<file path="src/rtl/sync_filter.sv">
// Multi-channel input synchroniser with a per-channel consecutive-sample glitch
// filter and registered single-cycle rise/fall pulses.
module sync_filter #(
  parameter int unsigned      WIDTH   = 4,
  parameter int unsigned      FLOPS   = 2,
  parameter int unsigned      FILTER  = 8,
  parameter logic [WIDTH-1:0] RST_VAL = '0
) (
  input  logic             clk,
  input  logic             rstn,
  input  logic [WIDTH-1:0] data_in,
  output logic [WIDTH-1:0] sync_out,
  output logic [WIDTH-1:0] rise,
  output logic [WIDTH-1:0] fall,
  output logic             changed
);

  localparam int unsigned CNT_W = $clog2(FILTER + 1);

  if (WIDTH < 1) begin : g_bad_width
    $error("sync_filter: WIDTH must be at least 1");
  end
  if (FLOPS < 2) begin : g_bad_flops
    $error("sync_filter: FLOPS must be at least 2");
  end
  if (FILTER < 1) begin : g_bad_filter
    $error("sync_filter: FILTER must be at least 1");
  end

  logic [FLOPS-1:0][WIDTH-1:0] sync_q;
  logic [WIDTH-1:0]            s;

  logic [WIDTH-1:0]            level_q, level_d;
  logic [WIDTH-1:0][CNT_W-1:0] cnt_q, cnt_d;
  logic [WIDTH-1:0]            rise_q, rise_d;
  logic [WIDTH-1:0]            fall_q, fall_d;
  logic                        changed_q, changed_d;

  // Plain flop chain, stage 0 at the low end; no logic between stages.
  always_ff @(posedge clk or negedge rstn) begin
    if (!rstn) begin
      sync_q <= {FLOPS{RST_VAL}};
    end else begin
      sync_q <= {sync_q[FLOPS-2:0], data_in};
    end
  end

  assign s = sync_q[FLOPS-1];

  always_ff @(posedge clk or negedge rstn) begin
    if (!rstn) begin
      level_q   <= RST_VAL;
      cnt_q     <= '0;
      rise_q    <= '0;
      fall_q    <= '0;
      changed_q <= 1'b0;
    end else begin
      level_q   <= level_d;
      cnt_q     <= cnt_d;
      rise_q    <= rise_d;
      fall_q    <= fall_d;
      changed_q <= changed_d;
    end
  end

  // A new level is accepted only after FILTER consecutive disagreeing samples.
  always_comb begin
    level_d = level_q;
    cnt_d   = cnt_q;
    rise_d  = '0;
    fall_d  = '0;
    for (int i = 0; i < int'(WIDTH); i++) begin
      if (s[i] == level_q[i]) begin
        cnt_d[i] = '0;
      end else if (cnt_q[i] == CNT_W'(FILTER - 1)) begin
        level_d[i] = s[i];
        cnt_d[i]   = '0;
        rise_d[i]  = s[i] & ~level_q[i];
        fall_d[i]  = ~s[i] & level_q[i];
      end else begin
        cnt_d[i] = cnt_q[i] + CNT_W'(1);
      end
    end
    changed_d = |(rise_d | fall_d);
  end

  assign sync_out = level_q;
  assign rise     = rise_q;
  assign fall     = fall_q;
  assign changed  = changed_q;

endmodule

</file>
<file path="config.mk">
export PLATFORM = sky130hd
export DESIGN_NAME = sync_filter
export DESIGN_NICKNAME = d
export VERILOG_FILES = /design/src/rtl/sync_filter.sv
export SDC_FILE = /design/constraint.sdc
export NUM_CORES = 1
export LEC_CHECK = 0
export ABC_AREA = 0
export CORE_MARGIN = 4
export CORE_UTILIZATION = 23
export CTS_CLUSTER_DIAMETER = 80
export DETAILED_ROUTE_END_ITERATION = 7
export GPL_ROUTABILITY_DRIVEN = 0
export SLEW_MARGIN = 20
export SYNTH_ARGS = -nofsm -noshare
export SYNTH_HDL_FRONTEND = slang
export SYNTH_SLANG_ARGS = --single-unit
</file>
<file path="constraint.sdc">
create_clock -name clk -period 1.2 [get_ports clk]
set_input_delay 0.18 -clock clk [delete_from_list [all_inputs] [get_ports clk]]
set_output_delay 0.18 -clock clk [all_outputs]
set_load 0.02 [all_outputs]
</file>
# == After elaboration in Yosys (flattened, before gate mapping) ==
# Index checks and enable logic that the tools add are counted.
# word_totals
inputBits,6
wordCells,75
register_bits,37
output_inout_bits,13
# classes
n_reduce_logical,5
mux,24
bitwise_logic,21
n_eq_ne,8
addsub,4
# ops
operator,n
4-bit 2-to-1 mux,8
4-bit by 1-bit adder with 4-bit output (second input constant),4
4-bit by 3-bit equality test with 1-bit output (second input constant),4
1-bit 2-to-1 mux,16
1-bit inverter,12
1-bit bitwise AND,8
2-bit AND reduction,4
1-bit equality test,4
4-bit bitwise OR,1
4-bit OR reduction,1

# == Depth between registers and ports, before layout ==
# Gate-level depths: netlist of run 1.
# logic_depth
depth_word,6
mapped_depth,5
ltp_nobuf,5

# == Worst setup path after synthesis of run 1 ==
# OpenSTA, ideal clock, no wires.
# synth_timing
path_type,flip-flop to flip-flop
from,register level_q[3] (netlist: sync_out[3])
to,register changed_q (netlist: changed)
n_path_buf,0
period_less_slack_ns,1.296
arrival_ns,1.163
t_required_ns,1.066
setup_slack_ns,-0.096
stages_incl_launch_ff,6
setup_time_ns,0.134
cell_sequence,dfrtp_1 -> inv_1 -> ha_1 -> nor2b_1 -> o21ai_0 -> nand4_1
# synth_via
elab_chain_len,6
elab_cells_between_ends,10
classes_between,1 x eq/ne; 4 x mux; 4 x bitwise; 1 x reduce/logical
# synth_lines
item,line,text
from (decl),33,"logic [WIDTH-1:0] level_q, level_d;"
from (signal assigned),58,level_q <= level_d;
1-bit inverter,78,rise_d[i] = s[i] & ~level_q[i];
1-bit bitwise AND,78,
1-bit 2-to-1 mux,75,end else if (cnt_q[i] == CNT_W'(FILTER - 1)) begin
1-bit 2-to-1 mux,73,if (s[i] == level_q[i]) begin
4-bit bitwise OR (*),84,changed_d = |(rise_d | fall_d);
4-bit OR reduction (*),84,
via changed_d,37,"logic changed_q, changed_d;"
to (signal assigned),62,changed_q <= changed_d;
to (decl),37,
# Mark *: on every way through the listed nets, which the timed path passes. The rest lies on a longest branch.
# A chain may end at the register's enable or synchronous reset.

# == Final worst setup path of run 1 ==
# layout_timing
from,register cnt_q[0] in the netlist's numbering
to,register level_q[0] (netlist: sync_out[0])
# layout_via
elab_chain_len,2
# layout_lines
item,line,text
from (decl),34,"logic [WIDTH-1:0][CNT_W-1:0] cnt_q, cnt_d;"
from (signal assigned),59,cnt_q <= cnt_d;
4-bit by 3-bit equality test with 1-bit output,75,
2-bit AND reduction (no source line),-,
# Every way passes these cells.

==> summary.txt, run 1 <==
Cells and area
  – Commonest non-fill, non-tap cell in the layout: dfrtp_1
  – ANT cells: 0
  – Final instance area: 0.002100 mm^2
  – Commonest cells after routing, fill and taps aside: dfrtp_1 (33), buf_4 (20), nor2_1 (12)
  – NumNets Final: 182
  – Non-Filler Instances: 242
  – Fillers: 627
  – Layout cells sized above 1: 32.12%
  – Area Growth Syn to Fin: 40.18%
  – Final core occ: 33.06%

Floorplan
  – Core Area: 0.006350 mm^2
  – Die W: 88.70 um
  – Die height: 88.70 um
  – Initial core utilization: 23.59%
  – I/O pins: 19
  – Rows: 29
  – Die Area: 0.007867 mm^2

Timing
  – Period minus WS final: 1.169 ns
  – Worst-Margin Slew: 0.2200 ns
  – Count of pins over their slew limit: 0
  – Total Neg Setup Slack: 0 ns
  – Final setup fails: 0
  – Worst Setup Slack, final: 0.03128 ns
  – Hold Vio Cnt, Final: 0
  – Final period util: 97.39%
  – Slew HR: 85.39%
  – Hold slack final: 0.2648 ns
  – RSZ-0062 raised after global routing: true
  – Setup Skew: 0.005019 ns
  – Fmax: 855.6 MHz

Detailed routing
  – Routed WL per cell: 10.31 um
  – Initial DRT Pass Iterations: 2
  – Initial drt markers: 34
  – Detailed-route DRC error count: 0
  – Drt total wl: 2.496 mm
  – DR vias: 934
  – Avg Vias per Cell: 3.860
  – Antenna-violating nets left: 0

Global route
  – Largest net degree at the start of global routing: 38
  – First-pass GRT wire length: 4.374 mm
  – Total GRT Usage: 7.377%
  – Grt ovf: 0
  – Vias in the first global route: 967
  – Initial antenna violation count: 0

Setup path
  – Worst Path Arrival: 1.36 ns
  – Critical path class: flop to flop
  – Reg2Reg Depth: 4
  – Worst Path Max Fanout: 5
  – Critical Path Start Type: flop
  – Crit path capture type: flop
  – R2R Setup Slk: 0.03 ns
  – Reg2reg start: cnt_q[0]$_DFF_PN0_
  – Worst Path Required: 1.40 ns
  – Worst flop-to-flop path endpoint: sync_out[0]$_DFFE_PN0P_

Power and ir drop
  – P per Cell Area: 1628 mW/mm^2
  – VDD IR max: 0.7994 mV
  – Leakage power: 1.067 nW
  – Total Power: 3.418 mW

Clocking
  – Clock Tree Root: clkbuf_8
  – Clock Tree Buf Depth: 2
  – Clock Latency Late Sink: 0.28 ns
  – Total CTS buffers: 5
  – Clk sink count: 37
  – H-tree levels: 2
  – Clock-pin slew on the worst setup and hold paths: 0.07 ns
  – TritonCTS clock tree: yes

Placement
  – Post-Place Setup Slack: -0.07010 ns
  – Post-DP Area: 0.001932 mm^2
  – I/O Buffers: 18
  – Inst Count DP: 225
  – Post-DP HPWL: 1.785 mm

Logic synthesis
  – Syn Std Cell Area: 0.001498 mm^2
  – Cell variety after synth: 14
  – Avg Cell Area, Syn: 12.69 um^2
  – Mapped Cells: 118
  – Share of the yosys chip area belonging to registers: 61.82%
  – Net Count, Synth: 136
  – Warnings from Yosys: 0
  – Register bit total from synthesis: 37

Job
  – Max-cap viol count: 0

Run status
  – Status: finished, final reports clean

Hold path
  – Min-delay worst type: primary input to asynchronous set/reset pin
[how the worst max path moves through the flow]
stage                            startpoint                       to  slack [ns]  cells after the start
finish                   cnt_q[0]$_DFF_PN0_  sync_out[0]$_DFFE_PN0P_        0.03                      4
floorplan           sync_out[3]$_DFFE_PN0P_        changed$_DFF_PN0_        0.01                      5
detailed placement  sync_out[2]$_DFFE_PN0P_        changed$_DFF_PN0_       -0.07                      5
global route             cnt_q[9]$_DFF_PN0_  sync_out[2]$_DFFE_PN0P_       -0.06                      4
CTS                 sync_out[1]$_DFFE_PN0P_              sync_out[1]       0.005                      1
global placement    sync_out[2]$_DFFE_PN0P_        changed$_DFF_PN0_       -0.05                      5
[what timing repair did]
item	CTS	global route
pin swaps	8	4
endpoints found under the setup margin	18	11
setup buffers	4	5
hold buffers	0	0
gates resized for setup	23	11
[cell usage after synthesis (all sizes together)]
| master | count | area, um^2 |
|---|---|---|
| and2 | 8 | 50.05 |
| dfrtp | 37 | 925.9 |
| nand3 | 4 | 20.02 |
| xnor2 | 4 | 35.03 |
| nor2 | 12 | 45.04 |
| mux2i | 8 | 80.08 |
| o21ai | 4 | 20.02 |
| nor3 | 4 | 20.02 |
| inv | 8 | 30.03 |
| and3b | 4 | 40.04 |
| nor2b | 8 | 50.05 |
| ha | 12 | 150.1 |
| nand2b | 4 | 25.02 |
| nand4 | 1 | 6.260 |
[flip-flops by register name (all words and copies together) (netlist names)]
register,count
sync_q,4
sync_out,4
cnt_q,16
rise,4
s,4
changed,1
fall,4
[routing by layer]
metal,share of wire (%),global-route usage [%],up-vias
li1,-,-,478
met1,43,8.859,435
met2,50,12.01,17
met3,5.5,2.980,4
met4,1.5,2.473,0
met5,0,0,-
[report_power, final]
group | internal, mW | switching (mW)
Combinational | 0.460 | 0.322
Clock | 0.677 | 0.415
Sequential | 1.42 | 0.120
Total | 2.56 | 0.857
[worst max-delay path, cell delays in order (launching register included)]
cell and delay (ns):
dfrtp_1 0.39, ha_2 0.19, and3b_2 0.22, nand2b_1 0.09, mux2i_1 0.20
[layout make-up]
| type | instances | area [um^2] | share of cell area [%] |
|---|---|---|---|
| Sequential cell | 37 | 930.9 | 44.34 |
| Multi-Input combinational cell | 73 | 606.8 | 28.90 |
| Timing Repair Buffer | 39 | 319.1 | 15.20 |
| Tap cell | 77 | 96.34 | 4.589 |
| Clock buffer | 7 | 86.33 | 4.112 |
| Clock inverter | 1 | 30.03 | 1.430 |
| Inverter | 8 | 30.03 | 1.430 |
[cells by family (layout without fill, tap and decap cells)]
family | count (synthesis) | after routing | share of synthesized area, %
simple gates | 45 | 45 | 17.13
fa+ha+maj | 12 | 12 | 10.02
mux | 8 | 8 | 5.347
buf+inv | 8 | 55 | 2.005
flops | 37 | 37 | 61.82
xor+xnor | 4 | 4 | 2.339
compound gates | 4 | 4 | 1.337
Power figures use the tool's default switching activity.
==> inputs of run 2 (changes only) <==
--- a/config.mk
+++ b/config.mk
@@ -11,6 +11,7 @@
 export CTS_CLUSTER_DIAMETER = 80
 export DETAILED_ROUTE_END_ITERATION = 7
 export GPL_ROUTABILITY_DRIVEN = 0
+export HOLD_SLACK_MARGIN = 0.15
 export SLEW_MARGIN = 20
 export SYNTH_ARGS = -nofsm -noshare
 export SYNTH_HDL_FRONTEND = slang
==> results of run 2 <==
Same layout as run 1: the final DEF is identical, and so are final timing and power.
==> inputs of run 3 (changes only) <==
--- a/config.mk
+++ b/config.mk
@@ -6,7 +6,7 @@
 export NUM_CORES = 1
 export LEC_CHECK = 0
 export ABC_AREA = 0
-export CORE_MARGIN = 4
+export CAP_MARGIN = 20
 export CORE_UTILIZATION = 23
 export CTS_CLUSTER_DIAMETER = 80
 export DETAILED_ROUTE_END_ITERATION = 7
==> run 3 against run 2 <==
Global-route usage up 1.5 points. Sequential power about the same. Critical endpoint is now sync_out[3]$_DFFE_PN0P_. Die area down 13%. First-iteration DRC count down 24%. Total power down 8.7%. Critical path depth unchanged. Via count down 1.8%. Hold slack better by 0.061 ns. Flip-flop and latch count unchanged. Clock power down 19%. Combinational power down 12%. Critical path type unchanged. Worst setup slack worse by 0.0065 ns. Largest cell class unchanged.
==> summary.txt, run 3 (synthesis results as in run 1) <==
Cells and area
  – NumNets Final: 175 (was 182)
  – Commonest cells after routing, fill and taps aside: dfrtp_1 (33), nor2_1 (12), buf_4 (12) (was dfrtp_1 (33), buf_4 (20), nor2_1 (12))
  – Commonest non-fill, non-tap cell in the layout: dfrtp_1 (unchanged)
  – Max reg flops: 16 (unchanged)
  – Fillers: 679 (was 627)
  – ANT cells: 0 (unchanged)
  – Layout cells sized above 1: 28.66% (was 32.12%)
  – Area Growth Syn to Fin: 35.00% (was 40.18%)
  – Top reg by flops: cnt_q (unchanged)

Global route
  – First-pass GRT wire length: 4.264 mm (was 4.374 mm)
  – Total GRT Usage: 8.909% (was 7.377%)
  – Vias in the first global route: 923 (was 967)
  – Largest net degree at the start of global routing: 22 (was 38)
  – Initial antenna violation count: 0 (unchanged)
  – Grt ovf: 0 (unchanged)

Timing
  – Final period util: 97.94% (was 97.39%)
  – Final setup fails: 0 (unchanged)
  – Worst Setup Slack, final: 0.02474 ns (was 0.03128 ns)
  – Total Neg Setup Slack: 0 ns (unchanged)
  – Fmax: 850.9 MHz (was 855.6 MHz)
  – Worst-Margin Slew: 0.3992 ns (was 0.2200 ns)
  – Period minus WS final: 1.175 ns (was 1.169 ns)
  – Slew HR: 73.39% (was 85.39%)
  – Count of pins over their slew limit: 0 (unchanged)
  – Setup Skew: 0.005518 ns (was 0.005019 ns)
  – RSZ-0062 raised after global routing: true (unchanged)
  – Hold Vio Cnt, Final: 0 (unchanged)

Setup path
  – Crit path capture type: flop (unchanged)
  – Worst setup path start: cnt_q[12]$_DFF_PN0_ (was cnt_q[0]$_DFF_PN0_)
  – Worst Path Required: 1.40 ns (about the same)
  – Critical path class: flop to flop (unchanged)
  – Worst Path Max Fanout: 5 (unchanged)
  – Critical Path Start Type: flop (unchanged)
  – R2R Setup Slk: 0.02 ns (was 0.03 ns)
  – Worst Path Arrival: 1.38 ns (was 1.36 ns)
  – Worst flop-to-flop path endpoint: sync_out[3]$_DFFE_PN0P_ (was sync_out[0]$_DFFE_PN0P_)
  – Reg2Reg Depth: 4 (unchanged)
  – Reg2reg start: cnt_q[12]$_DFF_PN0_ (was cnt_q[0]$_DFF_PN0_)

Clocking
  – Clock-pin slew on the worst setup and hold paths: 0.07 ns (about the same)
  – Total CTS buffers: 5 (unchanged)
  – Clock Tree Root: clkbuf_8 (unchanged)
  – Clock Tree Buf Depth: 2 (unchanged)
  – Clock Latency Late Sink: 0.29 ns (was 0.28 ns)
  – Clk sink count: 37 (unchanged)
  – TritonCTS clock tree: yes (unchanged)
  – H-tree levels: 2 (unchanged)

Floorplan
  – Rows: 29 (unchanged)
  – Die height: 82.70 um (was 88.70 um)
  – Initial core utilization: 23.72% (was 23.59%)
  – Core Area: 0.006314 mm^2 (was 0.006350 mm^2)
  – I/O pins: 19 (unchanged)
  – Die W: 82.70 um (was 88.70 um)
  – Die Area: 0.006838 mm^2 (was 0.007867 mm^2)

Detailed routing
  – Antenna-violating nets left: 0 (unchanged)
  – Drt total wl: 2.444 mm (was 2.496 mm)
  – DR vias: 917 (was 934)
  – Initial drt markers: 26 (was 34)
  – Detailed-route DRC error count: 0 (unchanged)
  – Initial DRT Pass Iterations: 2 (unchanged)
  – Routed WL per cell: 10.44 um (was 10.31 um)
  – Avg Vias per Cell: 3.919 (was 3.860)

Run status
  – Status: finished, final reports clean (unchanged)

Placement
  – I/O Buffers: 18 (unchanged)
  – Post-Place Setup Slack: -0.08633 ns (was -0.07010 ns)
  – Post-DP HPWL: 1.764 mm (was 1.785 mm)

Hold path
  – Hold path cells: 1
  – Hold EP: sync_q[0]$_DFF_PN0_
  – Min-delay worst type: primary input to flop (was primary input to asynchronous set/reset pin)
  – Hold Startpoint: data_in[0]

Power and ir drop
  – Leakage power: 1.014 nW (was 1.067 nW)
  – P per Cell Area: 1543 mW/mm^2 (was 1628 mW/mm^2)
  – VDD IR max: 0.7891 mV (was 0.7994 mV)
  – Total Power: 3.119 mW (was 3.418 mW)

Job
  – Max-cap viol count: 0 (unchanged)
-- run 3: cell type report --
type	count	area (um^2)	share of cell area, %
multi-input combinational	73	609.3	30.14
sequential	37	930.9	46.04
clock inverter	1	7.507	0.3713
clock buffer	6	82.58	4.084
tap	77	96.34	4.765
inverter	8	30.03	1.485
timing repair buffer	32	265.3	13.12
-- run 3: worst max path at each step --
stage	endpoint	cells past startpoint	slack (ns)
finish	sync_out[3]$_DFFE_PN0P_	4	0.02
global placement	changed$_DFF_PN0_	5	-0.07
CTS	sync_out[1]	1	-0.003
global route	sync_out[3]$_DFFE_PN0P_	4	-0.09
floorplan	changed$_DFF_PN0_	5	0.01
detailed placement	changed$_DFF_PN0_	5	-0.09
-- run 3: stage by stage --
stage | hold WS [ns] | utilization, % | cell area (um^2) | cells
6_report | 0.3261 | 32.03 | 2022 | 234
5_1_grt | 0.3108 | 32.03 | 2022 | 234
4_1_cts | 0.3167 | 31.97 | 2018 | 233
3_5_place_dp | 0.1358 | 30.52 | 1927 | 225
3_3_place_gp | 0.1344 | 30.52 | 1927 | 225
2_1_floorplan | -0.1156 | - | 1553 | 118
-- run 3: layer usage --
metal,vias to the layer above,routed length (um),GRT usage [%]
li1,461,-,-
met3,6,116,3.956
met5,-,0,0
met2,16,1135,13.28
met1,434,1140,10.77
met4,0,52,4.655
-- run 3: where the power goes --
group / total, mW / switching (mW) / internal, mW
clock network: 0.883 / 0.429 / 0.454
registers: 1.54 / 0.121 / 1.42
logic: 0.692 / 0.305 / 0.387
-- run 3: critical path, cell delays in order, from the launching register on --
cell and delay (ns):
dfrtp_1 0.40, ha_2 0.18, and3b_2 0.22, nand2b_1 0.09, mux2i_1 0.19
-- run 3: what timing repair did --
action | CTS | global route
setup endpoints to repair | 17 | 10
gates resized for setup | 23 | 11
buffers inserted | 0 | 1
gates cloned | 0 | 0
hold buffers | 1 | 0
pin swaps | 5 | 2
endpoints found under the hold margin | 32 | 0
